===== src/rtl/fifo_uart_tx.sv =====
`default_nettype none
// ============================================================================
// Module   : fifo_uart_tx
// Purpose  : Pops bytes from a synchronous FIFO and sends each as a UART frame.
// Revision : 1.0
// ============================================================================
module fifo_uart_tx #(
  parameter int CLKS_PER_BIT = 16,
  parameter int PARITY_EN    = 0,
  parameter int STOP_BITS    = 1
) (
  input  logic       clk,
  input  logic       rst,
  input  logic       tx_enable,
  input  logic       fifo_empty,
  input  logic [7:0] fifo_data,
  output logic       fifo_rd_en,
  output logic       tx,
  output logic       busy,
  output logic       frame_done
);

  localparam int              BAUD_W    = $clog2(CLKS_PER_BIT);
  localparam logic [BAUD_W-1:0] BAUD_LAST = BAUD_W'(CLKS_PER_BIT - 1);
  localparam logic [2:0]      STOP_LAST = 3'(STOP_BITS - 1);

  localparam logic [2:0] ST_IDLE   = 3'd0;
  localparam logic [2:0] ST_POP    = 3'd1;
  localparam logic [2:0] ST_LOAD   = 3'd2;
  localparam logic [2:0] ST_START  = 3'd3;
  localparam logic [2:0] ST_DATA   = 3'd4;
  localparam logic [2:0] ST_PARITY = 3'd5;
  localparam logic [2:0] ST_STOP   = 3'd6;

  logic [2:0]        state_q, state_d;
  logic [BAUD_W-1:0] baud_q, baud_d;
  logic [2:0]        bit_q, bit_d;
  logic [7:0]        shift_q, shift_d;
  logic              parity_q, parity_d;
  logic              tx_q, tx_d;
  logic              fifo_rd_en_q, fifo_rd_en_d;
  logic              busy_q, busy_d;
  logic              frame_done_q, frame_done_d;
  logic              bit_end;

  assign bit_end = (baud_q == BAUD_LAST);

  always_comb begin
    state_d  = state_q;
    baud_d   = baud_q;
    bit_d    = bit_q;
    shift_d  = shift_q;
    parity_d = parity_q;
    case (state_q)
      ST_IDLE: if (tx_enable && !fifo_empty) state_d = ST_POP;
      ST_POP:  state_d = ST_LOAD;
      ST_LOAD: begin
        // FIFO read data is valid exactly one cycle after the pop strobe
        shift_d  = fifo_data;
        parity_d = ^fifo_data;
        baud_d   = '0;
        bit_d    = '0;
        state_d  = ST_START;
      end
      ST_START, ST_DATA, ST_PARITY, ST_STOP: begin
        if (!bit_end) begin
          baud_d = baud_q + BAUD_W'(1);
        end else begin
          baud_d = '0;
          if (state_q == ST_START) begin
            bit_d   = '0;
            state_d = ST_DATA;
          end else if (state_q == ST_DATA) begin
            shift_d = {1'b0, shift_q[7:1]};
            bit_d   = bit_q + 3'd1;
            if (bit_q == 3'd7) begin
              bit_d   = '0;
              state_d = (PARITY_EN != 0) ? ST_PARITY : ST_STOP;
            end
          end else if (state_q == ST_PARITY) begin
            bit_d   = '0;
            state_d = ST_STOP;
          end else if (bit_q == STOP_LAST) begin
            bit_d   = '0;
            state_d = ST_IDLE;
          end else begin
            bit_d = bit_q + 3'd1;
          end
        end
      end
      default: state_d = ST_IDLE;
    endcase
  end

  // Outputs are decoded from next-state values so the registers line up with state_q
  always_comb begin
    fifo_rd_en_d = (state_d == ST_POP);
    busy_d       = (state_d != ST_IDLE);
    frame_done_d = (state_d == ST_STOP) && (baud_d == BAUD_LAST) && (bit_d == STOP_LAST);
    case (state_d)
      ST_START:  tx_d = 1'b0;
      ST_DATA:   tx_d = shift_d[0];
      ST_PARITY: tx_d = parity_d;
      default:   tx_d = 1'b1;
    endcase
  end

  always_ff @(posedge clk or posedge rst) begin
    if (rst) begin
      state_q      <= ST_IDLE;
      baud_q       <= '0;
      bit_q        <= '0;
      shift_q      <= '0;
      parity_q     <= 1'b0;
      tx_q         <= 1'b1;
      fifo_rd_en_q <= 1'b0;
      busy_q       <= 1'b0;
      frame_done_q <= 1'b0;
    end else begin
      state_q      <= state_d;
      baud_q       <= baud_d;
      bit_q        <= bit_d;
      shift_q      <= shift_d;
      parity_q     <= parity_d;
      tx_q         <= tx_d;
      fifo_rd_en_q <= fifo_rd_en_d;
      busy_q       <= busy_d;
      frame_done_q <= frame_done_d;
    end
  end

  assign fifo_rd_en = fifo_rd_en_q;
  assign tx         = tx_q;
  assign busy       = busy_q;
  assign frame_done = frame_done_q;

endmodule
`default_nettype wire

===== config.mk =====
export PLATFORM = sky130hd
export DESIGN_NAME = fifo_uart_tx
export DESIGN_NICKNAME = d
export VERILOG_FILES = /design/src/rtl/fifo_uart_tx.sv
export SDC_FILE = /design/constraint.sdc
export NUM_CORES = 1
export LEC_CHECK = 0
export CAP_MARGIN = 10
export CORE_MARGIN = 1
export CORE_UTILIZATION = 50
export CTS_CLUSTER_DIAMETER = 150
export DETAILED_ROUTE_END_ITERATION = 12
export HOLD_SLACK_MARGIN = 0.06
export PLACE_DENSITY_LB_ADDON = 0.05
export SLEW_MARGIN = 30
export SYNTH_ARGS = -nofsm -noshare
export SYNTH_HDL_FRONTEND = slang
export SYNTH_SLANG_ARGS = --single-unit

===== constraint.sdc =====
create_clock -name clk -period 1.95 [get_ports clk]
set_input_delay 0.4875 -clock clk [delete_from_list [all_inputs] [get_ports clk]]
set_output_delay 0.4875 -clock clk [all_outputs]
set_load 0.03 [all_outputs]

---- Word level (Yosys, flattened, before mapping) ----
Index checks and enable logic that the tools add are counted.
operators by class
  eq/ne operators ......................... 17
  reductions and logical operators ........ 12
  $add $sub $neg .......................... 2
  muxes and demuxes ....................... 23
operators by type and width
  operator             number
  $mux 3               13
  $mux 8               3
  $eq 3x3->1 const B   7
  $pmux 8 s2           1
  $pmux 3 s4           1
  $eq 3x2->1 const B   3
  $logic_not 3->1      3
  $eq 4x4->1 const B   2
  $pmux 4 s2           1
  $reduce_xor 8->1     1
  $eq 3x1->1 const B   2
  $ne 2x2->1 const B   3
  $pmux 3 s2           1
  $add 4x1->4 const B  1
  $mux 4               1
  $reduce_and 4->1     1
  $reduce_or 4->1      1
  $add 3x1->3 const B  1
  $logic_and 1x1->1    3
  $pmux 1 s3           1
  $reduce_bool 3->1    1
  $reduce_bool 2->1    1
  $logic_not 1->1      1
  $mux 1               1
storage, ports and cells
  bits in registers ....................... 23
  bits of input ports ..................... 12
  output and inout bits ................... 4
  word-level logic and storage cells ...... 64

---- Longest topological paths before layout ----
Gate-level depths: netlist of run 1.
  depth after elaboration ................. 10
  gate-level depth with buffers ........... 8
  gate-level depth less buffers ........... 8

---- Worst setup path after synthesis of run 1 ----
No wires, ideal clock.
  kind .................................... flip-flop to flip-flop
  start ................................... reg bit_q[0]
  end ..................................... reg frame_done_q, in the netlist frame_done
  buffers on the path ..................... 0
  slack ................................... 0.113 ns
  stages on the path, launching flop included .. 8
  arrival ................................. 1.693 ns
  required time ........................... 1.805 ns
  cell sequence ........................... dfrtp_1 > ha_1 > ha_1 > nor2b_1 > a2111oi_1 > a2111oi_2 > o211ai_1 > a2111oi_2
on the way
  cells in the longest elaborated chain, start to end .. 10
RTL lines
  item                                                 line  RTL
  start, declared                                      37    logic [2:0] bit_q, bit_d;
  start signal, assigned                               122   bit_q <= bit_d;
  branches (longest 9 deep; another with $add 3x1->3)  n/a
  $logic_and 1x1->1 *                                  99    frame_done_d = (state_d == ST_STOP) && (baud_d == BAUD_LAST) && (bit_d == STOP_LAST);
  via frame_done_d                                     43    logic frame_done_q, frame_done_d;
  end signal, assigned                                 128   frame_done_q <= frame_done_d;
  end, declared                                        43
Mark *: on every way through the listed nets, which the timed path passes.
A chain may end at the register's enable or synchronous reset.

---- Worst setup path after layout of run 1 ----
  start ................................... reg baud_q[1]
  end ..................................... reg frame_done_q, in the netlist frame_done
RTL lines
  item                    line  RTL
  start, declared         36    logic [BAUD_W-1:0] baud_q, baud_d;
  start signal, assigned  121   baud_q <= baud_d;
  $eq 4x4->1              46    assign bit_end = (baud_q == BAUD_LAST);
  $mux 3                  66    if (!bit_end) begin
  $pmux 3 s2              54    case (state_q)
  via bit_d[2]            37
  $logic_not 3->1         99
  $logic_and 1x1->1       99
  via frame_done_d        43
The timed path passes the listed nets, and every way through them passes these cells.

==> results.json, run 1 <==
{
  "setup_slack_ps": 91.0,
  "hold_violations": 0,
  "worst_setup_hold_path_clk_slew_ps": 140,
  "pwr-share-clk": 0.100,
  "critical_path.max_stage_delay_ps": 400,
  "outcome": "complete, no violations",
  "power_spent_charging_and_discharging_nets_w": 0.000954,
  "num_antenna_cells": 0,
  "drtIter0Drc": 36,
  "die_height_um": 55.1,
  "ctsHtreeMaxLevel": 1,
  "holdCritPathClass": "input port to async pin",
  "fin_util": 0.713,
  "numCtsBuffers": 3,
  "max-cap-violations": 0,
  "initial_util": 0.550,
  "antenna_violations_before_repair": 0,
  "yosys_warnings": 0,
  "yosys_most_used_dff": "sky130_fd_sc_hd__dfrtp_1",
  "place.detailed.instances": 213,
  "critPathRequiredTime_ps": 2170,
  "dp_slack_ps": -49.1,
  "seq_power_share": 0.357,
  "fin_worst_hold_slack_ps": 480,
  "drcViolationCount": 0,
  "worst_rel_slew_slack": 0.709,
  "max_freq_ghz": 0.538,
  "io_buffer_count": 15,
  "postSynth.asyncResetShare": 1.00,
  "gr-usage-all-layers": 0.245,
  "floorplan.die.width_um": 55.1,
  "netSwitchingFraction": 0.414,
  "gpl.final_weighted_congestion": 0.853,
  "critical_path_peak_fanout": 6,
  "timing.critical_path.to_type": "flop",
  "area_growth_syn_to_layout_pct": 29.8,
  "yosysUniqueCellTypes": 44,
  "clock_tree.root_cell": "sky130_fd_sc_hd__clkbuf_4",
  "final_instance_count_excl_fillers": 220,
  "antenna_left": 0,
  "avg_wl_per_cell_um": 14.9,
  "drive_gt1_frac": 0.247,
  "first_pass_iters": 4,
  "synth_enable_flop_cells": 0,
  "detail_route.wirelength_um": 3280,
  "power_density_normalized_to_cell_area_nw_per_um2": 1260,
  "worst_pin_slew_ps": 434,
  "layout_worst_path_cycle_share": 0.953,
  "grt_max_degree": 24,
  "crit_path_top_delay_cell": "sky130_fd_sc_hd__dfrtp_1",
  "crit_path_cell_trace": "ha_2, nand3_1, buf_4, a221oi_4, a21oi_2, a2111oi_2",
  "final_nets": 207,
  "post_cts_hold_buffers": 0,
  "leakagePower_nw": 0.795,
  "worst_ir_drop_vdd_mv": 0.833,
  "number_of_global_route_vias_before_repair": 1195,
  "layout.cells.most_common": "sky130_fd_sc_hd__nand2_1",
  "wire_length_of_the_first_global_routing_pass_um": 5180,
  "final_period_minus_worst_setup_slack_ps": 1860,
  "cell_internal_pwr_w": 0.00135,
  "routed_via_density": 5.85,
  "core-area_um2": 2570,
  "ctsLongestPathBuffers": 2,
  "design.die.area_um2": 3040,
  "cts_num_sinks": 23,
  "fin_skew_ps": 4.18,
  "final_number_of_setup_violating_endpoints": 0,
  "start_kind": "flop",
  "detailroute.via_count": 1288,
  "grt_overflow_total": 0,
  "syn-mean-instance-area_um2": 9.11,
  "synth_instances": 155,
  "type_of_the_worst_setup_path": "flop to flop",
  "layout_common_cells": "sky130_fd_sc_hd__nand2_1 (29), sky130_fd_sc_hd__buf_4 (25), sky130_fd_sc_hd__dfrtp_1 (20)",
  "power.combinational.fraction": 0.544,
  "cts_tree": "done",
  "critical_path_arrival_ps": 2080,
  "final_max_slew_viol_count": 0,
  "synth_nets": 171,
  "clock_insertion_delay_worst_skew_ps": 310,
  "synth_seq_area_share": 0.409,
  "dp.final_hpwl_um": 2430,
  "num_rows": 18,
  "netlist_area_um2": 1410,
  "postSynthRegisterBits": 23,
  "io-pin-count": 16
}
-- kinds of logic (layout without fill, tap and decap cells) --
family	count (synthesis)	after routing	synth area share
flip-flops	23	23	0.409
XOR/XNOR	7	7	0.0434
multiplexers	3	3	0.0222
buffers and inverters	16	51	0.0594
AO/OA/AOI/OAI	43	43	0.223
adder cells (fa/ha/maj)	4	4	0.0355
AND/OR/NAND/NOR	59	59	0.208
-- registers in the layout (all words and copies together), names as in the netlist --
register / flops
state_q: 3
baud_q: 4
parity_q: 1
bit_q: 3
shift_q: 8
tx: 1
frame_done: 1
busy: 1
fifo_rd_en: 1
-- layout make-up --
| type | instances | area, µm² |
|---|---|---|
| inverter | 6 | 22.5 |
| clock buffer | 3 | 22.5 |
| timing repair buffer | 41 | 357 |
| tap | 30 | 37.5 |
| multi-input combinational | 116 | 808 |
| sequential | 23 | 579 |
| fill | 201 | 736 |
| clock inverter | 1 | 5.00 |
-- power groups by stage --
stage	Combinational [W]	Clock, W	Sequential, W
floorplan	0.000790	0	0.000765
global placement	0.00113	0	0.000821
detailed placement	0.00115	0	0.000829
CTS	0.00119	0.000238	0.000818
global route	0.00138	0.000251	0.000843
finish	0.00125	0.000229	0.000821
-- critical path, delay by kind of cell (launching register included) --
| family | cells | cell delay [ps] |
|---|---|---|
| compound gates | 3 | 780 |
| flops | 1 | 400 |
| fa+ha+maj | 1 | 230 |
| buf+inv | 1 | 210 |
| simple gates | 1 | 150 |
-- worst paths after layout --
path / to / depth (start not counted) / slack, ps / from
worst max-delay path: frame_done / 6 / 90 / baud_q[1]
worst min-delay path: state_q[1] / 3 / 480 / rst
worst max register to register: frame_done / 6 / 90 / baud_q[1]
worst min register to register: shift_q[1] / 2 / 490 / shift_q[1]
max in group asynchronous: tx / 3 / 1250 / rst
min in group clk: shift_q[1] / 2 / 490 / shift_q[1]
-- synthesized netlist by cell type, types with 2 or more instances --
| library cell | count | area share |
|---|---|---|
| sky130_fd_sc_hd__nand2_1 | 29 | 0.077 |
| sky130_fd_sc_hd__dfrtp_1 | 22 | 0.39 |
| sky130_fd_sc_hd__o21ai_0 | 9 | 0.032 |
| sky130_fd_sc_hd__a21oi_1 | 7 | 0.025 |
| sky130_fd_sc_hd__buf_2 | 7 | 0.025 |
| sky130_fd_sc_hd__xnor2_1 | 7 | 0.043 |
| sky130_fd_sc_hd__a22oi_1 | 6 | 0.032 |
| sky130_fd_sc_hd__inv_1 | 6 | 0.016 |
| sky130_fd_sc_hd__nor2_1 | 5 | 0.013 |
| sky130_fd_sc_hd__ha_1 | 4 | 0.035 |
| sky130_fd_sc_hd__nand3_1 | 4 | 0.014 |
| sky130_fd_sc_hd__nor2b_1 | 4 | 0.018 |
| sky130_fd_sc_hd__and3_1 | 3 | 0.013 |
| sky130_fd_sc_hd__o211ai_1 | 3 | 0.016 |
| sky130_fd_sc_hd__a2111oi_2 | 2 | 0.021 |
| sky130_fd_sc_hd__a211oi_1 | 2 | 0.011 |
| sky130_fd_sc_hd__a221oi_1 | 2 | 0.012 |
| sky130_fd_sc_hd__and4b_1 | 2 | 0.014 |
| sky130_fd_sc_hd__buf_6 | 2 | 0.016 |
| sky130_fd_sc_hd__mux2i_1 | 2 | 0.014 |
| sky130_fd_sc_hd__nand2b_1 | 2 | 0.0089 |
| sky130_fd_sc_hd__nor3_1 | 2 | 0.0071 |
| sky130_fd_sc_hd__o221ai_1 | 2 | 0.012 |
-- per-layer routing --
layer / GRT usage / share of wire / vias to the layer above
met4: 0.0792 / 0.013 / 0
li1: - / - / 635
met3: 0.0328 / 0.054 / 6
met5: 0 / 0 / -
met1: 0.323 / 0.45 / 603
met2: 0.412 / 0.48 / 44
-- timing repair --
action / in CTS / in global routing
gates resized for setup: 5 / 9
buffers inserted: 2 / 1
setup endpoints to repair: 2 / 4
hold endpoints to repair: 0 / 0
pin swaps: 1 / 3
-- per-stage QoR --
step,TNS (ps),cell area [µm²],total power [W]
3_5_place_dp,-49.1,1720,0.00198
5_1_grt,-13.9,1830,0.00247
6_report,0,1830,0.00230
2_1_floorplan,0,1410,0.00155
3_3_place_gp,0,1720,0.00195
4_1_cts,0,1790,0.00224
Power figures use the tool's default switching activity.
==> run 2, diff against run 1 <==
--- a/config.mk
+++ b/config.mk
@@ -7,11 +7,12 @@
 export LEC_CHECK = 0
 export CAP_MARGIN = 10
 export CORE_MARGIN = 1
-export CORE_UTILIZATION = 50
+export CORE_UTILIZATION = 44
 export CTS_CLUSTER_DIAMETER = 150
 export DETAILED_ROUTE_END_ITERATION = 12
 export HOLD_SLACK_MARGIN = 0.06
 export PLACE_DENSITY_LB_ADDON = 0.05
+export REMOVE_ABC_BUFFERS = 1
 export SLEW_MARGIN = 30
 export SYNTH_ARGS = -nofsm -noshare
 export SYNTH_HDL_FRONTEND = slang
==> results.json, run 2 (same netlist as run 1, synthesis figures left out) <==
{
  "worst_setup_hold_path_clk_slew_ps": 140,
  "wire_length_of_the_first_global_routing_pass_um": 5460,
  "dp_slack_ps": 81.8,
  "floorplan.die.width_um": 58.6,
  "routed_via_density": 5.59,
  "antenna_left": 0,
  "largest_register_ffs": 8,
  "worst_pin_slew_ps": 435,
  "grt_overflow_total": 0,
  "clock_tree.root_cell": "sky130_fd_sc_hd__clkbuf_4",
  "drive_gt1_frac": 0.215,
  "area_growth_syn_to_layout_pct": 25.7,
  "critical_path_arrival_ps": 1370,
  "layout.cells.most_common": "sky130_fd_sc_hd__nand2_1",
  "cts_tree": "done",
  "io-pin-count": 16,
  "seq_power_share": 0.362,
  "top_register": "shift_q",
  "num_antenna_cells": 0,
  "first_pass_iters": 4,
  "setup_tns_after_final_layout_ps": 0,
  "max-cap-violations": 0,
  "ctsHtreeMaxLevel": 1,
  "layout_common_cells": "sky130_fd_sc_hd__nand2_1 (29), sky130_fd_sc_hd__buf_4 (22), sky130_fd_sc_hd__dfrtp_1 (21)",
  "gpl.final_weighted_congestion": 0.889,
  "critical_path.max_stage_delay_ps": 670,
  "ff2ff_path_depth": 6,
  "reg.largest.list": "shift_q x8, baud_q x4",
  "type_of_the_worst_setup_path": "flop to output port",
  "netSwitchingFraction": 0.423,
  "power_spent_charging_and_discharging_nets_w": 0.000940,
  "timing.critical_path.max_delay_family": "buffers and inverters",
  "pwr-share-clk": 0.108,
  "fin_util": 0.581,
  "final_period_minus_worst_setup_slack_ps": 1860,
  "timing.critical_path.to_type": "output port",
  "number_of_global_route_vias_before_repair": 1177,
  "critPathRequiredTime_ps": 1460,
  "crit_path_cell_trace": "clkdlybuf4s50_1",
  "die_height_um": 58.6,
  "drtIter0Drc": 44,
  "worst_ir_drop_vdd_mv": 0.450,
  "final_number_of_setup_violating_endpoints": 0,
  "leakagePower_nw": 0.773,
  "outcome": "complete, no violations",
  "crit-reg2reg-capture": "frame_done",
  "max_freq_ghz": 0.539,
  "worst_rel_slew_slack": 0.710,
  "final_max_slew_viol_count": 0,
  "layout_worst_path_cycle_share": 0.951,
  "cell_internal_pwr_w": 0.00128,
  "numCtsBuffers": 3,
  "detailroute.via_count": 1285,
  "num_rows": 20,
  "avg_wl_per_cell_um": 14.7,
  "cp_num_buf_inv": 1,
  "post_cts_hold_buffers": 0,
  "setup_slack_ps": 94.6,
  "holdCritPathClass": "input port to async pin",
  "gr-usage-all-layers": 0.214,
  "ctsLongestPathBuffers": 2,
  "critical_path_peak_fanout": 1,
  "fin_skew_ps": 6.59,
  "area_of_combinational_cells_with_multiple_inputs_um2": 777,
  "power_density_normalized_to_cell_area_nw_per_um2": 1250,
  "dp.final_hpwl_um": 2520,
  "grt_max_degree": 24,
  "antenna_violations_before_repair": 0,
  "r2r-start": "state_q[2]",
  "initial_util": 0.462,
  "hold_violations": 0,
  "start_kind": "flop",
  "power.combinational.fraction": 0.530,
  "register_area_um2": 578,
  "cts_num_sinks": 23,
  "design.die.area_um2": 3440,
  "drcViolationCount": 0,
  "core-area_um2": 3050,
  "crit_path_top_delay_cell": "sky130_fd_sc_hd__clkdlybuf4s50_1",
  "io_buffer_count": 15,
  "filler_cells": 295,
  "detail_route.wirelength_um": 3390,
  "final_nets": 203,
  "critical_path.startpoint": "frame_done",
  "clock_insertion_delay_worst_skew_ps": 330,
  "r2r_slack_ps": 100
}
## run 2: worst min-delay path, cell delays in order
cell	delay [ps]
sky130_fd_sc_hd__clkdlybuf4s50_1	390
sky130_fd_sc_hd__inv_1	50
sky130_fd_sc_hd__buf_4	290
## run 2: how the worst max path moves through the flow
stage	to	cells past startpoint
after global placement	tx	6
final	frame_done	1
after global routing	frame_done	5
after CTS	tx	6
after floorplan	tx	5
after detailed placement	tx	6
## run 2: final cells by class
cell class | count | area share
tap | 44 | 0.0310
multi-input combinational | 116 | 0.438
timing repair buffer | 37 | 0.177
inverter | 6 | 0.0127
sequential | 23 | 0.326
clock inverter | 1 | 0.00282
clock buffer | 3 | 0.0127
## run 2: layer usage
metal	share of wire	global-route usage	wire, µm
met5	0	0	0
met2	0.47	0.363	1600
met1	0.46	0.285	1570
met4	0.020	0.0816	69
met3	0.045	0.0198	154
## run 2: power groups by stage
stage               Combinational, W  Clock, W  Sequential, W
floorplan                   0.000632         0       0.000851
global placement             0.00114         0       0.000800
detailed placement           0.00116         0       0.000807
CTS                          0.00115  0.000247       0.000797
global route                 0.00130  0.000266       0.000826
finish                       0.00118  0.000239       0.000804
## run 2: timing repair
action                                  CTS  global route
pin swaps                                 0             0
buffers inserted                          0             0
gates cloned                              0             0
endpoints found under the setup margin    1             6
gates resized for setup                   1             8
## run 2: through the flow
stage          area (µm²)  power (W)  std cells  hold WS [ps]
3_3_place_gp         1720    0.00194        226           462
3_5_place_dp         1720    0.00196        226           464
2_1_floorplan        1350    0.00148        145           446
4_1_cts              1750    0.00219        230           491
5_1_grt              1770    0.00239        230           512
6_report             1770    0.00222        230           478
